[config.mk]
export PLATFORM = sky130hd
export DESIGN_NAME = xlr8_crc16
export DESIGN_NICKNAME = d
export VERILOG_FILES = /design/src/rtl/xlr8_crc16.sv
export SDC_FILE = /design/constraint.sdc
export NUM_CORES = 1
export LEC_CHECK = 0
export BUFFER_PORTS_ARGS = -buffer_cell sky130_fd_sc_hd__buf_4
export CORE_ASPECT_RATIO = 1.4
export CORE_UTILIZATION = 55
export CTS_CLUSTER_SIZE = 14
export DETAILED_ROUTE_END_ITERATION = 12
export PLACE_DENSITY_LB_ADDON = 0.25
export SYNTH_ARGS = -nofsm -noshare
export SYNTH_HDL_FRONTEND = slang
export SYNTH_SLANG_ARGS = --single-unit
[constraint.sdc]
create_clock -name clk -period 2.78 [get_ports clk]
set_input_delay 0.278 -clock clk [delete_from_list [all_inputs] [get_ports clk]]
set_output_delay 0.278 -clock clk [all_outputs]
set_load 0.005 [all_outputs]
[src/rtl/xlr8_crc16.sv]
// xlr8_crc16 -- IO-mapped CRC-16 engine (MSB-first, non-reflected, no output XOR).
// Default build shifts one data bit per clock (8-cycle busy window per byte).
// Define XLR8_CRC16_FAST_EN to fold the whole byte into the accepting edge;
// the register map is the same in both builds.
module xlr8_crc16 #(
  parameter logic [5:0] CTRL_ADDR = 6'h20,
  parameter logic [5:0] DATA_ADDR = 6'h21,
  parameter logic [5:0] CRCL_ADDR = 6'h22,
  parameter logic [5:0] CRCH_ADDR = 6'h23
) (
  input  logic       clk,
  input  logic       rst,
  input  logic [5:0] adr,
  input  logic       iore,
  input  logic       iowe,
  input  logic [7:0] dbus_in,
  output logic [7:0] dbus_out,
  output logic       io_out_en
);

  typedef enum logic {IDLE, SHIFT} state_t;

  state_t      state_reg, state_next;
  logic [15:0] crc_reg, crc_next;
  logic [7:0]  data_reg, data_next;
  logic [2:0]  cnt_reg, cnt_next;
  logic        poly_sel_reg, poly_sel_next;
  logic        ovr_reg, ovr_next;

  logic        busy;
  logic [15:0] poly;
  logic        hit_ctrl, hit_data, hit_crcl, hit_crch, hit;
  logic        wr_ctrl, wr_data, wr_crcl, wr_crch;

  // One LFSR step: feedback is the outgoing crc MSB xor the incoming data bit.
  function automatic logic [15:0] crc_step(input logic [15:0] c, input logic d,
                                           input logic [15:0] p);
    crc_step = {c[14:0], 1'b0} ^ ((c[15] ^ d) ? p : 16'h0000);
  endfunction

  // Whole byte, MSB first (only used by the single-cycle build).
  function automatic logic [15:0] crc_byte(input logic [15:0] seed, input logic [7:0] d,
                                           input logic [15:0] p);
    logic [15:0] c;
    c = seed;
    for (int i = 7; i >= 0; i--) c = crc_step(c, d[i], p);
    crc_byte = c;
  endfunction

  assign busy = (state_reg == SHIFT);
  assign poly = poly_sel_reg ? 16'h8005 : 16'h1021;

  assign hit_ctrl = (adr == CTRL_ADDR);
  assign hit_data = (adr == DATA_ADDR);
  assign hit_crcl = (adr == CRCL_ADDR);
  assign hit_crch = (adr == CRCH_ADDR);
  assign hit      = hit_ctrl | hit_data | hit_crcl | hit_crch;

  assign wr_ctrl = iowe & hit_ctrl;
  assign wr_data = iowe & hit_data;
  assign wr_crcl = iowe & hit_crcl;
  assign wr_crch = iowe & hit_crch;

  // State register; reset wins over any bus write in the same cycle.
  always_ff @(posedge clk) begin
    if (rst) begin
      state_reg    <= IDLE;
      crc_reg      <= 16'hFFFF;
      data_reg     <= 8'h00;
      cnt_reg      <= 3'd0;
      poly_sel_reg <= 1'b0;
      ovr_reg      <= 1'b0;
    end else begin
      state_reg    <= state_next;
      crc_reg      <= crc_next;
      data_reg     <= data_next;
      cnt_reg      <= cnt_next;
      poly_sel_reg <= poly_sel_next;
      ovr_reg      <= ovr_next;
    end
  end

  // Next-state: bit-serial shifting, then bus writes layered on top (init aborts a shift).
  always_comb begin
    state_next    = state_reg;
    crc_next      = crc_reg;
    data_next     = data_reg;
    cnt_next      = cnt_reg;
    poly_sel_next = poly_sel_reg;
    ovr_next      = ovr_reg;

    if (state_reg == SHIFT) begin
      crc_next  = crc_step(crc_reg, data_reg[7], poly);
      data_next = {data_reg[6:0], 1'b0};
      cnt_next  = cnt_reg + 3'd1;
      if (cnt_reg == 3'd7) state_next = IDLE;
    end

    if (wr_ctrl) begin
      if (dbus_in[6]) ovr_next = 1'b0;
      // poly_sel is frozen mid-byte unless the same write also aborts the byte.
      if (!busy || dbus_in[7]) poly_sel_next = dbus_in[0];
      if (dbus_in[7]) begin
        crc_next   = 16'hFFFF;
        state_next = IDLE;
        cnt_next   = 3'd0;
      end
    end

    if (wr_data) begin
      if (busy) begin
        ovr_next = 1'b1;
      end else begin
`ifdef XLR8_CRC16_FAST_EN
        crc_next = crc_byte(crc_reg, dbus_in, poly);
`else
        state_next = SHIFT;
        data_next  = dbus_in;
        cnt_next   = 3'd0;
`endif
      end
    end

    if (wr_crcl) begin
      if (busy) ovr_next = 1'b1;
      else      crc_next[7:0] = dbus_in;
    end

    if (wr_crch) begin
      if (busy) ovr_next = 1'b1;
      else      crc_next[15:8] = dbus_in;
    end
  end

  assign io_out_en = iore & hit;

  // Read mux: zero unless a read hits one of our registers; DATA reads back as zero.
  always_comb begin
    dbus_out = 8'h00;
    if (io_out_en) begin
      if (hit_ctrl)      dbus_out = {busy, ovr_reg, 5'b00000, poly_sel_reg};
      else if (hit_crcl) dbus_out = crc_reg[7:0];
      else if (hit_crch) dbus_out = crc_reg[15:8];
    end
  end

endmodule
==> results_dict.tcl, run 1 <==
set metrics [dict create \
    r2r-start "busy" \
    crit_chain "buf_4 > nor4b_4 > buf_4 > nand4b_1 > mux2i_1 > a211oi_1" \
    syn_avg_cell_area_um2 7.97 \
    wl_per_cell_um 16.8 \
    die_h_um 68.5 \
    path_buf_inv 2 \
    drtIter0Drc 122 \
    grt_pass1_wl_mm 7.63 \
    die_x_um 49.5 \
    pin_count 27 \
    hp-class "in2reg" \
    cts_tree "done" \
    multi_input_area_um2 1010 \
    drtPass1Iterations 5 \
    final-seq-area_um2 601 \
    status "completed" \
    vias_per_cell 6.30 \
    overflow 0 \
    critPathRequiredTime_ps 2980 \
    critPathMaxFanout 17 \
    cts_max_level 2 \
    layout-drive-gt1-share_pct 17.9 \
    largest_register_ffs 16 \
    cts_max_path_buffers 2 \
    ys_warn_count 0 \
    tns_ps 0 \
    placed_cells 263 \
    critical_path_class "in2reg" \
    max_cap_violations 0 \
    worst_pin_slew_ps 659 \
    yosysTopAreaCell "dfxtp_1" \
    row_count 23 \
    critPathSlowestCell "nand4b_1" \
    clk_latency_ps 280 \
    final_nets 253 \
    drtAntennaViolNets 0 \
    gp_congestion 0.869 \
    min_period_ps 1930 \
    fp.dieArea_um2 3390 \
    netlist_area_um2 1740 \
    async_reset_ff_share_pct 0 \
    synthCells 218 \
    clock-sinks 30 \
    critical_path.max_stage_delay_ps 480 \
    synth.most_common_cell "dfxtp_1" \
    synth-main-ff-cell "dfxtp_1" \
    critPathLaunchType "input port" \
    drt-total-wl_mm 4.56 \
    power_density_nw_per_um2 529 \
    crit_family "simple AND/OR/NAND/NOR gates" \
    r2r_slack_ps 920 \
    crit_arrival_ps 2130 \
    synth.area.top_cells "dfxtp_1 (35%), mux2i_1 (6.9%), nand3_1 (6.6%)" \
    max_freq_ghz 0.519 \
    coreArea_um2 2940 \
    cts_resized 0 \
    detailedPlace.worstSlack_ps 593 \
    skew_ps 4.39 \
    grt.total_usage_pct 29.6 \
    grt_pass1_vias 1640 \
    startpoint "adr[3]" \
    area_delta_synth_final_pct 17.1 \
    diodes 0 \
    p_leak_nw 0.808 \
    nFillCells 255 \
    dp_hpwl_mm 3.02 \
    syn_nets 238 \
    max_slew_margin_pct 56.1 \
    final-setup-viol-count 0 \
    vdd_drop_max_mv 0.421 \
    post-cts-setup-buffer-count 0 \
    root_buffer "clkbuf_8" \
    cts_hold_buf 0 \
    hp-start "dbus_in[4]" \
    drc 0 \
    vias 1708 \
    path_common_cell "buf_4" \
    synth_sequential_area_ratio_pct 34.6 \
    yosysUniqueCellTypes 43 \
    period_share_pct 69.3 \
    grt_antenna_before_repair 0 \
    drv_slew 0 \
    clkSlewWorstSetupHoldPaths_ps 70 \
    synth_common_cells "dfxtp_1 (30), nor2_1 (24), nand3_1 (23), o21ai_0 (23), a21oi_1 (16)" \
    cts_buffers 5 \
    cp-end-kind "flop" \
    final_hold_viol_count 0 \
    initial_core_util_pct 59.2 \
    grt_max_degree 32 \
    setup_slack_ps 853 \
    yosysTopAreaCellShare_pct 34.6 \
    io_buffers 26 \
    ys_ff_latch 30 \
    synth_edf_count 0 \
    layout.cells.non_filler 271 \
    rsz0062_at_grt "false" \
]
-- metal layers --
metal  up-vias  GRT usage, %  part of all wire, %
li1        827             -                    -
met3        14          6.36                  7.1
met5         -             0                    0
met1       783          35.5                   40
met2        84          50.5                   51
met4         0          14.3                  2.1
-- cells by family (layout without fill, tap and decap cells) --
family	Yosys count	in the layout	share of synthesized area (%)
adder cells (fa/ha/maj)	2	2	1.44
AO/OA/AOI/OAI	66	66	23.5
multiplexers	13	13	7.56
XOR/XNOR	4	4	2.02
AND/OR/NAND/NOR	78	78	23.8
buffers and inverters	25	41	7.13
flip-flops	30	30	34.6
-- area by class of cell --
cell class,instances,area share [%]
clock buffer,6,4.06
multi-input combinational,163,49.8
timing repair buffer,29,10.7
tap,37,2.27
clock inverter,2,2.95
inverter,4,0.738
sequential,30,29.5
-- through the flow --
stage               instance area [µm²]  hold WS, ps  power (mW)  utilization, %
floorplan                          1740          396       0.500               -
global placement                   1890          464       0.531            64.5
detailed placement                 1890          469       0.533            64.5
CTS                                2040          229        1.08            69.4
global route                       2040          225        1.11            69.4
finish                             2040          228        1.08            69.4
-- final timing paths --
| kind | depth (start not counted) | endpoint |
|---|---|---|
| setup / recovery | 6 | data_reg[5] |
| hold / removal | 2 | crc_reg[4] |
| setup reg to reg | 5 | crc_reg[5] |
| hold reg to reg | 2 | data_reg[2] |
-- worst reg2reg max path: stages, from the launching register on --
cell and delay, ps:
dfxtp_1 300, buf_4 220, inv_1 330, and4_1 480
a222oi_1 150, a211o_1 290
-- placed cells by master, fill, tap and decap left out, types with 2 or more instances in the layout --
master and n:
and4_1 3, bufinv_16 2, inv_1 4, a211oi_1 4, o21ai_0 23, nand2b_1 2, a211o_1 2, buf_4 29
nor3_1 2, a31oi_1 5, xor2_1 3, and3_1 2, nand3_1 23, o211ai_1 3, clkbuf_8 6, dfxtp_1 30
mux2i_1 12, a21oi_1 16, a311oi_1 6, nor2b_1 2, ha_1 2, nor2_1 24, nand2_1 12
-- where the power goes --
group	internal, mW	switching (mW)	leakage [nW]
Combinational	0.0369	0.0498	0.494
Clock	0.382	0.170	0.0714
Sequential	0.435	0.00415	0.243
Total	0.854	0.224	0.808
Power figures use the tool's default switching activity.
==> run 2, diff against run 1 <==
==> constraint.sdc (replaced) <==
create_clock -name clk -period 2 [get_ports clk]
set_input_delay 0.2 -clock clk [delete_from_list [all_inputs] [get_ports clk]]
set_output_delay 0.2 -clock clk [all_outputs]
set_load 0.005 [all_outputs]
==> run 2 against run 1 <==
Worst setup slack got worse by 520 ps; register-to-register slack got worse by 300 ps; die area did not move; critical endpoint is now dbus_out[2].
==> results_dict.tcl, run 2 (same netlist as run 1, synthesis figures left out) <==
set metrics [dict create \
    drtIter0Drc 105 \
    drtAntennaViolNets 0 \
    whs_ps 142 \
    period_share_pct 83.5 \
    die_h_um 68.5 \
    critPathRequiredTime_ps 1800 \
    post-cts-setup-buffer-count 0 \
    grt_antenna_before_repair 0 \
    max_freq_ghz 0.599 \
    die_x_um 49.5 \
    nFillCells 248 \
    pin_count 27 \
    cp-end-kind "output pin" \
    skew_ps 8.52 \
    clkSlewWorstSetupHoldPaths_ps 60 \
    crit_chain "buf_4 > nor4b_4 > buf_4 > nand3_1 > nor2_1 > buf_4" \
    cts_resized 0 \
    cts_hold_buf 0 \
    critPathMaxFanout 10 \
    cts_tree "done" \
    worst_pin_slew_ps 444 \
    clock-sinks 30 \
    drtPass1Iterations 4 \
    grt.total_usage_pct 30.7 \
    wl_per_cell_um 17.1 \
    grt_max_degree 32 \
    min_period_ps 1670 \
    path_common_cell "buf_4" \
    grt_pass1_vias 1700 \
    rsz0062_at_grt "false" \
    tns_ps 0 \
    final_common_cell "buf_4" \
    power_density_nw_per_um2 615 \
    max_cap_violations 0 \
    hp-class "in2reg" \
    io_buffers 26 \
    vdd_drop_max_mv 0.492 \
    status "completed" \
    initial_core_util_pct 59.2 \
    diodes 0 \
    root_buffer "clkbuf_8" \
    final-setup-viol-count 0 \
    vias_per_cell 6.42 \
    largest_register_ffs 16 \
    drv_slew 0 \
    vias 1773 \
    drc 0 \
    cts_max_path_buffers 2 \
    area_delta_synth_final_pct 17.3 \
    final_hold_viol_count 0 \
    critPathLaunchType "input port" \
    layout-drive-gt1-share_pct 19.7 \
    row_count 23 \
    critPathSlowestCell "nor4b_4" \
    p_leak_nw 0.812 \
    gp_congestion 0.885 \
    fp.dieArea_um2 3390 \
    critical_path_class "in2out" \
    critical_path.max_stage_delay_ps 410 \
    coreArea_um2 2940 \
    final_nets 258 \
    overflow 0 \
    dp_hpwl_mm 3.22 \
    max_slew_margin_pct 70.0 \
    clk_latency_ps 290 \
    layout.cells.most_common_list "buf_4 (33), dfxtp_1 (30), nor2_1 (24), nand3_1 (23), o21ai_0 (23)" \
    cts_buffers 5 \
    drt-total-wl_mm 4.72 \
    crit_arrival_ps 1470 \
    cts_max_level 2 \
    grt_pass1_wl_mm 7.85 \
]
## run 2: cell types whose count changed in the layout (fill, tap and decap cells not counted), sizes merged
cell	change
clkinv	+1
bufinv	-2
buf	+5
clkinvlp	+1
## run 2: final timing paths
kind	startpoint	to	slack, ps	cells past startpoint
worst max-delay path	adr[3]	dbus_out[2]	330	6
worst min-delay path	dbus_in[4]	crc_reg[4]	140	2
worst max register to register	busy	crc_reg[5]	620	4
worst min register to register	ovr_reg	ovr_reg	490	2
## run 2: metal layers
layer  vias to the layer above  wire (µm)  GRT usage [%]
met5                         -          0              0
met4                         0        120           17.5
met3                        13        246           6.14
met2                        79       2460           55.1
met1                       846       1890           34.0
li1                        835          -              -
## run 2: layout make-up
type	instances	area (µm²)	share of cell area, %
clock buffer	6	82.6	4.05
timing repair buffer	34	268	13.1
tap	37	46.3	2.27
sequential	30	601	29.5
inverter	4	15.0	0.737
clock inverter	2	12.5	0.614
multi-input combinational	163	1010	49.7
## run 2: stage by stage
stage | power, mW | instance area [µm²] | utilization (%) | setup WS (ps) | cells
after CTS | 1.26 | 2040 | 69.4 | 346 | 276
after detailed placement | 0.746 | 1940 | 66.2 | 350 | 268
after global placement | 0.743 | 1940 | 66.2 | 413 | 268
final | 1.25 | 2040 | 69.4 | 330 | 276
after global routing | 1.29 | 2040 | 69.4 | 243 | 276
after floorplan | 0.695 | 1740 | - | 588 | 218
## run 2: worst max-delay path, delay by kind of cell
| kind | cells | cell delay (ps) |
|---|---|---|
| simple gates | 3 | 790 |
| buf+inv | 3 | 490 |
## run 2: power breakdown
group,switching (mW),internal [mW],leakage [nW]
combinational,0.0715,0.0542,0.522
clock,0.242,0.276,0.0472
sequential,0.00584,0.605,0.243
total,0.319,0.935,0.812
